File: src/rtl/bp_pkg.sv
// Shared types and helpers for the branch target buffer.
// Direction counter encoding, FSM states, counter step function.
package bp_pkg;

  typedef logic [1:0] ctr_t;

  localparam ctr_t SNT = 2'b00;
  localparam ctr_t WNT = 2'b01;
  localparam ctr_t WT  = 2'b10;
  localparam ctr_t ST  = 2'b11;

  typedef enum logic {
    IDLE,
    CLEAR
  } bpState_t;

  function automatic ctr_t next_ctr(
    input ctr_t c,
    input logic taken
  );
    ctr_t n;
    n = c;
    if (taken) begin
      if (c != ST) n = c + 2'd1;
    end else begin
      if (c != SNT) n = c - 2'd1;
    end
    return n;
  endfunction

endpackage

File: src/rtl/bp_sat_counter.sv
// Saturating up-counter with enable.
// Synchronous active-low reset.
module bp_sat_counter #(
  parameter int CNT_W = 16
) (
  input  logic             clk,
  input  logic             reset,
  input  logic             inc,
  output logic [CNT_W-1:0] count
);

  always_ff @(posedge clk) begin
    if (!reset) begin
      count <= '0;
    end else if (inc && (count != {CNT_W{1'b1}})) begin
      count <= count + 1'b1;
    end
  end

endmodule

File: src/rtl/branch_predictor_btb.sv
// Direct-mapped BTB with 2-bit direction counters,
// sequential table clear and perf counters.
module branch_predictor_btb
  import bp_pkg::*;
#(
  parameter int PC_W    = 32,
  parameter int ENTRIES = 16,
  parameter int CNT_W   = 16
) (
  input  logic             clk,
  input  logic             reset,
  input  logic [PC_W-1:0]  if_pc,
  output logic             pred_taken,
  output logic [PC_W-1:0]  pred_target,
  input  logic             ex_valid,
  input  logic             ex_is_branch,
  input  logic [PC_W-1:0]  ex_pc,
  input  logic             ex_taken,
  input  logic [PC_W-1:0]  ex_target,
  input  logic             ex_pred_taken,
  input  logic [PC_W-1:0]  ex_pred_target,
  output logic             ex_mispredict,
  output logic [PC_W-1:0]  ex_redirect_pc,
  input  logic             clear_req,
  output logic             busy,
  output logic [CNT_W-1:0] branch_cnt,
  output logic [CNT_W-1:0] mispredict_cnt
);

  localparam int IDX_W = $clog2(ENTRIES);
  localparam int TAG_W = PC_W - IDX_W;
  localparam logic [IDX_W-1:0] LAST = IDX_W'(ENTRIES - 1);

  logic             validArr  [ENTRIES];
  logic [TAG_W-1:0] tagArr    [ENTRIES];
  logic [PC_W-1:0]  targetArr [ENTRIES];
  ctr_t             ctrArr    [ENTRIES];

  bpState_t         stateQ, stateD;
  logic [IDX_W-1:0] ptrQ, ptrD;

  logic [IDX_W-1:0] ifIdx, exIdx;
  logic [TAG_W-1:0] ifTag, exTag;
  logic             ifHit, exHit;
  logic             doUpd;

  assign ifIdx = if_pc[IDX_W-1:0];
  assign ifTag = if_pc[PC_W-1:IDX_W];
  assign exIdx = ex_pc[IDX_W-1:0];
  assign exTag = ex_pc[PC_W-1:IDX_W];

  assign ifHit = validArr[ifIdx] && (tagArr[ifIdx] == ifTag);
  assign exHit = validArr[exIdx] && (tagArr[exIdx] == exTag);

  assign busy        = (stateQ == CLEAR);
  assign pred_taken  = ifHit && ctrArr[ifIdx][1] && !busy;
  assign pred_target = pred_taken ? targetArr[ifIdx]
                                  : if_pc + PC_W'(1);

  always_comb begin
    ex_mispredict  = 1'b0;
    ex_redirect_pc = '0;
    if (ex_valid) begin
      if (ex_is_branch) begin
        ex_mispredict = (ex_pred_taken != ex_taken) ||
                        (ex_taken && (ex_pred_target != ex_target));
      end else begin
        ex_mispredict = ex_pred_taken;
      end
      ex_redirect_pc = (ex_is_branch && ex_taken) ? ex_target
                                                  : ex_pc + PC_W'(1);
    end
  end

  always_comb begin
    stateD = stateQ;
    ptrD   = ptrQ;
    unique case (stateQ)
      IDLE: begin
        if (clear_req) begin
          stateD = CLEAR;
          ptrD   = '0;
        end
      end
      CLEAR: begin
        ptrD = ptrQ + 1'b1;
        if (ptrQ == LAST) begin
          stateD = IDLE;
          ptrD   = '0;
        end
      end
      default: stateD = IDLE;
    endcase
  end

  always_ff @(posedge clk) begin
    if (!reset) begin
      stateQ <= IDLE;
      ptrQ   <= '0;
    end else begin
      stateQ <= stateD;
      ptrQ   <= ptrD;
    end
  end

  assign doUpd = ex_valid && (stateQ == IDLE);

  always_ff @(posedge clk) begin
    if (!reset) begin
      for (int i = 0; i < ENTRIES; i++) begin
        validArr[i] <= 1'b0;
        ctrArr[i]   <= WNT;
      end
    end else if (stateQ == CLEAR) begin
      validArr[ptrQ] <= 1'b0;
      ctrArr[ptrQ]   <= WNT;
    end else if (doUpd) begin
      if (ex_is_branch) begin
        if (exHit) begin
          ctrArr[exIdx] <= next_ctr(ctrArr[exIdx], ex_taken);
        end else if (ex_taken) begin
          validArr[exIdx] <= 1'b1;
          ctrArr[exIdx]   <= WT;
        end
      end else if (ex_pred_taken) begin
        validArr[exIdx] <= 1'b0;
      end
    end
  end

  // Tags and targets carry no reset; valid bits gate their use.
  always_ff @(posedge clk) begin
    if (reset && doUpd && ex_is_branch && ex_taken) begin
      targetArr[exIdx] <= ex_target;
      if (!exHit) tagArr[exIdx] <= exTag;
    end
  end

  bp_sat_counter #(.CNT_W(CNT_W)) uBranchCnt (
    .clk   (clk),
    .reset (reset),
    .inc   (ex_valid && ex_is_branch),
    .count (branch_cnt)
  );

  bp_sat_counter #(.CNT_W(CNT_W)) uMispredCnt (
    .clk   (clk),
    .reset (reset),
    .inc   (ex_mispredict),
    .count (mispredict_cnt)
  );

endmodule
File: config.mk
export PLATFORM = sky130hd
export DESIGN_NAME = branch_predictor_btb
export DESIGN_NICKNAME = d
export VERILOG_FILES = /design/src/rtl/bp_pkg.sv /design/src/rtl/bp_sat_counter.sv /design/src/rtl/branch_predictor_btb.sv
export SDC_FILE = /design/constraint.sdc
export NUM_CORES = 1
export LEC_CHECK = 0
export CAP_MARGIN = 40
export CELL_PAD_IN_SITES_DETAIL_PLACEMENT = 0
export CELL_PAD_IN_SITES_GLOBAL_PLACEMENT = 1
export CORE_MARGIN = 3
export CORE_UTILIZATION = 49
export CTS_CLUSTER_DIAMETER = 100
export DETAILED_ROUTE_END_ITERATION = 8
export PLACE_DENSITY_LB_ADDON = 0.15
export SKIP_LAST_GASP = 1
export SLEW_MARGIN = 20
export SYNTH_ARGS = -nofsm -noshare
export SYNTH_HDL_FRONTEND = slang
export SYNTH_SLANG_ARGS = --single-unit
File: constraint.sdc
create_clock -name clk -period 12.3 [get_ports clk]
set_input_delay 1.845 -clock clk [delete_from_list [all_inputs] [get_ports clk]]
set_output_delay 1.845 -clock clk [all_outputs]
set_load 0.01 [all_outputs]
==> results of run 1 <==
-- layer usage --
metal	track usage [%]	part of all wire, %	up-vias
li1	-	-	11989
met1	39.6	39	15266
met2	46.2	48	1452
met3	6.85	9.5	232
met4	9.46	3.2	2
met5	0	0.0088	-
-- flip-flops by register name, indices dropped and copies added, names as in the netlist --
register,count
busy,1
ctrArr,32
ptrQ,4
tagArr,448
targetArr,512
uBranchCnt.count,16
uMispredCnt.count,16
validArr,16
-- layout by cell type (no fill, tap or decap), drive strengths merged, types with 53 or more instances in the layout --
master         instances
a21oi                 74
buf                  123
clkbuf               130
clkdlybuf4s50        225
dfxtp                 53
edfxtp               992
mux2i                 67
mux4                 401
nand2                117
nand3                 64
nor2                 179
xnor2                 84
xor2                  73
-- layout make-up --
cell class / count / area (sq um)
timing repair buffer: 348 / 3350
clock inverter: 74 / 741
clock buffer: 130 / 2850
inverter: 29 / 109
sequential: 1045 / 30800
fill: 7285 / 41000
multi-input combinational: 1520 / 16500
tap: 1276 / 1600
antenna: 1 / 2.50
-- kinds of logic after synthesis --
kind of cell	count (synthesis)	share of synthesized area (%)
flops	1045	64.2
buf+inv	205	1.91
mux	483	20.5
simple gates	571	5.85
fa+ha+maj	8	0.208
compound gates	301	4.39
xor+xnor	157	2.86
-- through the flow --
stage	hold WS [ps]	setup WS [ps]	power, uW	util (%)
after floorplan	466	5100	4330	-
after global placement	482	3410	4630	53.7
after detailed placement	497	3920	4640	53.9
after CTS	510	3900	7930	57.6
after global routing	532	3710	8110	57.7
final	512	3930	7890	57.7
-- power by group through the flow --
stage | Combinational [uW] | Sequential, uW | Clock [uW]
floorplan | 351 | 3980 | 0
global placement | 645 | 3980 | 0
detailed placement | 659 | 3980 | 0
CTS | 661 | 3910 | 3360
global route | 700 | 3910 | 3500
finish | 666 | 3910 | 3310
-- worst register-to-register path: cells and delay by family, from the launching register on --
family	cells	cell delay (ps)
DFF	1	390
buffers and inverters	1	240
AOI/OAI and AO/OA	3	1060
and+or+nand+nor	4	2090
muxes	2	860
-- worst paths after layout --
kind / startpoint / to
max reg2reg: tagArr[7][12]$_DFFE_PP_ / ctrArr[11][1]$_SDFFCE_PN0P_
min: uBranchCnt.count[9]$_SDFFE_PN0P_ / uBranchCnt.count[9]$_SDFFE_PN0P_
min reg2reg: uBranchCnt.count[9]$_SDFFE_PN0P_ / uBranchCnt.count[9]$_SDFFE_PN0P_
max: if_pc[0] / pred_target[1]
-- cells in the mapped netlist (all sizes together) (8+ instances only) --
cell type | count | share of area [%]
nor4 | 25 | 0.36
nand3 | 64 | 0.67
a211o | 14 | 0.26
and2 | 9 | 0.12
a31oi | 15 | 0.20
and3 | 28 | 0.36
ha | 8 | 0.21
a21oi | 74 | 0.77
xor2 | 73 | 1.3
dfxtp | 53 | 2.2
buf | 72 | 0.88
a211oi | 25 | 0.39
o21ai | 46 | 0.49
inv | 28 | 0.22
a22oi | 21 | 0.33
nand2 | 117 | 0.91
nand4 | 32 | 0.42
a311oi | 14 | 0.26
edfxtp | 992 | 62
o22ai | 13 | 0.17
or3 | 32 | 0.42
xnor2 | 84 | 1.5
o31a | 8 | 0.15
nor2 | 179 | 1.4
mux2i | 67 | 1.4
mux2 | 15 | 0.35
clkbuf | 104 | 0.81
mux4 | 401 | 19
nor3 | 39 | 0.41
==> flow_summary.yaml, run 1 <==
power_and_ir_drop:
  p_leak_uw: 0.0177
  p_clk_share_pct: 42.0
  intPower_uw: 6100
  power_density_nw_per_um2: 141
  p_comb_share_pct: 8.4
  peakVddDrop_v: 0.000110
  sw_frac_of_total_pct: 22.6
  p_switching_uw: 1780
  power_frac_seq_pct: 49.5
placed_design:
  gp_congestion: 0.895
  place_inst: 4208
  place_area_sq_um: 52300
  hpwl_mm: 92.2
  numPortBuffers: 233
logic_synthesis:
  synth_edf_count: 992
  synth.distinct_cells: 80
  synth_area_sq_um: 48000
  synth-main-ff-cell: "edfxtp_1"
  async_flop_share_pct: 0
  seq_area_frac_synth_pct: 64.2
  ys_seq_elements: 1045
  synth_nets: 2913
  synthCells: 2770
  syn_area_per_cell_sq_um: 17.3
  ys_warn_count: 0
routing:
  drcViolationCount: 0
  wl_mm: 148
  antenna_left: 0
  wire_per_inst_um: 33.4
  num_vias: 28941
  drt_iter0_drc: 3486
  avgViaCountPerCell: 6.54
  drtPass1Iterations: 5
worst_hold_path:
  hp-class: "reg2reg"
  hold_depth: 2
clocking:
  cts_buffers: 108
  holdBufCountCts: 0
  clock_path_buffers: 3
  cts.clk_slew.worst_paths_ps: 60
  clk_latency_ps: 700
  post_cts_buffers: 0
  cts.sinks: 1045
  cts_max_level: 3
  root_buffer: "clkbuf_16"
  cts_resized: 0
  cts_tree: "built"
global_routing:
  grt_max_degree: 97
  antenna_found_initial: 4
  grt_use_total_pct: 28.9
  grt_pass1_wl_mm: 211
  grt-ovfl-total: 0
  grt_pass1_vias: 28959
timing:
  fin_crit_ps: 8370
  finalCritPeriodShare_pct: 68.0
  grt_setup_unrepaired: "false"
  timing.setup.tns_ps: 0
  worst_pin_slew_ps: 1010
  fin_worst_skew_ps: 30.6
  slew_headroom_pct: 32.6
  setup_viol: 0
  hold_viol_final: 0
  drv_slew: 0
  fmax_ghz: 0.120
run_status:
  status: "completed"
floorplan:
  std_cell_rows: 114
  die_w_um: 319
  die-area_sq_um: 102000
  io_pins: 234
  core_area_sq_um: 97000
  start_util_pct: 49.5
  die_h_um: 319
setup_path:
  endpoint_kind: "output pin"
  cp-start-kind: "input pin"
  cpPeakStageDelay_ps: 530
  crit_type: "in2out"
  reg2regPathDepth: 10
  r2r_setup_slack_ps: 7550
  crit_slowest_cell: "mux4_2"
  cp_cell_sequence: "buf_8 > buf_4 > buf_16 > mux4_2 > mux4_2 > xnor2_1 > nand4_1 > nor2_1 > nand4_1 > buf_4 > mux2_2 > clkdlybuf4s50_1"
  critPathMaxFanout: 64
  cp.arrival_ps: 6520
  critPathBufInv: 5
  path_delay_family: "buffers and inverters"
  cp_data_required_time_ps: 10450
  cp.depth: 12
finish:
  final_cells: 4423
  area_growth_pct: 16.6
  fin_area_sq_um: 56000
  layout.nets: 3195
  drive_above_1_share_pct: 24.3
job:
  drv_cap: 0
Note: power is estimated with default switching activity, not from simulation.
==> run 2, diff against run 1 <==
clock period = 7.8 ns   (was 12.3 ns; I/O delays follow)
==> run 2 against run 1 <==
Against the previous run: worst hold slack lost 17 ps; first-iteration DRC count grew 8.5%; non-clock buffer count grew 15; largest power group unchanged.
==> flow_summary.yaml, run 2 (synthesized netlist as in run 1, its figures left out) <==
floorplan:
  std_cell_rows: 114
  io_pins: 234
  die_h_um: 319
  core_area_sq_um: 97000
  start_util_pct: 49.5
  die-area_sq_um: 102000
  die_w_um: 319
global_routing:
  grt_use_total_pct: 29.3
  grt_max_degree: 94
  grt-ovfl-total: 0
  antenna_found_initial: 5
  grt_pass1_vias: 29378
  grt_pass1_wl_mm: 213
finish:
  final_common_cell: "edfxtp_1"
  regMostFlops: "targetArr"
  layout.nets: 3210
  area_growth_pct: 16.6
  drive_above_1_share_pct: 24.5
  top_regs: "targetArr (512), tagArr (448), ctrArr (32)"
  multi_input_area_sq_um: 16500
  fillers: 7366
  seq_area_sq_um: 30800
  largest_reg_flops: 512
  final_cell_mix: "edfxtp_1, mux4_2, clkdlybuf4s50_1, nor2_1, nand2_1"
  post-route-util_pct: 57.7
timing:
  worst_pin_slew_ps: 942
  setup_viol: 0
  slew_headroom_pct: 36.4
  fin_worst_skew_ps: 33.2
  fmax_ghz: 0.144
  finalCritPeriodShare_pct: 89.3
  drv_slew: 0
  timing.setup.tns_ps: 0
  grt_setup_unrepaired: "false"
  timing.hold.ws_ps: 495
  hold_viol_final: 0
  fin_crit_ps: 6970
setup_path:
  cp_data_required_time_ps: 6630
  endpoint_kind: "output pin"
  cp.arrival_ps: 5800
  crit_type: "in2out"
  cp-start-kind: "input pin"
  critPathMaxFanout: 21
clocking:
  cts.clk_slew.worst_paths_ps: 50
  post_cts_buffers: 0
  cts_max_level: 3
  root_buffer: "clkbuf_16"
  cts_buffers: 108
  holdBufCountCts: 0
  clock_path_buffers: 3
  clk_latency_ps: 700
  cts_resized: 0
  cts.sinks: 1045
  cts_tree: "built"
placed_design:
  numPortBuffers: 233
  hpwl_mm: 95.3
  gp_congestion: 0.912
routing:
  drt_iter0_drc: 3782
  num_vias: 29340
  drcViolationCount: 0
  drtPass1Iterations: 5
  wl_mm: 150
  antenna_left: 0
  avgViaCountPerCell: 6.62
  wire_per_inst_um: 33.8
power_and_ir_drop:
  p_total_uw: 12300
  p_leak_uw: 0.0178
  peakVddDrop_v: 0.000161
  power_density_nw_per_um2: 220
worst_hold_path:
  hp-class: "reg2reg"
job:
  drv_cap: 0
run_status:
  status: "completed"
run 2: cell type report:
| class | count | area share, % |
|---|---|---|
| Multi-Input combinational cell | 1520 | 29.4 |
| Clock inverter | 62 | 1.13 |
| Sequential cell | 1045 | 55.1 |
| Tap cell | 1276 | 2.85 |
| Inverter | 29 | 0.194 |
| Clock buffer | 132 | 5.04 |
| Timing Repair Buffer | 363 | 6.22 |
| Antenna cell | 2 | 0.00894 |
run 2: critical path, cell delays in order:
cell             delay [ps]
buf_2                   550
and2_1                  630
nand2_1                 300
nor3_1                  680
nand2_1                 270
nor2_1                  480
nand4_1                 180
xnor2_1                 160
a211oi_1                680
clkdlybuf4s50_1         680
run 2: path summary, 6_finish.rpt:
kind,endpoint,from,cells past startpoint,slack (ps)
hold / removal,uMispredCnt.count[13]$_SDFFE_PN0P_,uMispredCnt.count[13]$_SDFFE_PN0P_,2,490
setup reg to reg,ctrArr[11][1]$_SDFFCE_PN0P_,tagArr[7][17]$_DFFE_PP_,10,2890
hold reg to reg,uMispredCnt.count[13]$_SDFFE_PN0P_,uMispredCnt.count[13]$_SDFFE_PN0P_,2,490
setup / recovery,ex_redirect_pc[30],ex_pc[3],10,830
run 2: metrics by stage:
step	std cells	setup slack [ps]	area, sq um
3_3_place_gp	4216	966	52300
5_1_grt	4428	641	56000
6_report	4429	834	56000
3_5_place_dp	4225	980	52400
2_1_floorplan	2770	1650	48000
4_1_cts	4419	967	55900
run 2: power breakdown:
part / switching (uW) / internal (uW) / leakage [uW] / total, uW
combinational: 622 / 442 / 0.00674 / 1060
clock: 2160 / 2930 / 0.00168 / 5090
sequential: 10.8 / 6150 / 0.00933 / 6160
run 2: metal layers:
metal / vias to the layer above / wire length [um] / GRT usage [%]
met5: - / 12 / 0
met4: 2 / 4410 / 9.04
met1: 15415 / 58900 / 40.8
met2: 1652 / 71500 / 46.8
met3: 254 / 14900 / 6.28
li1: 12017 / - / -
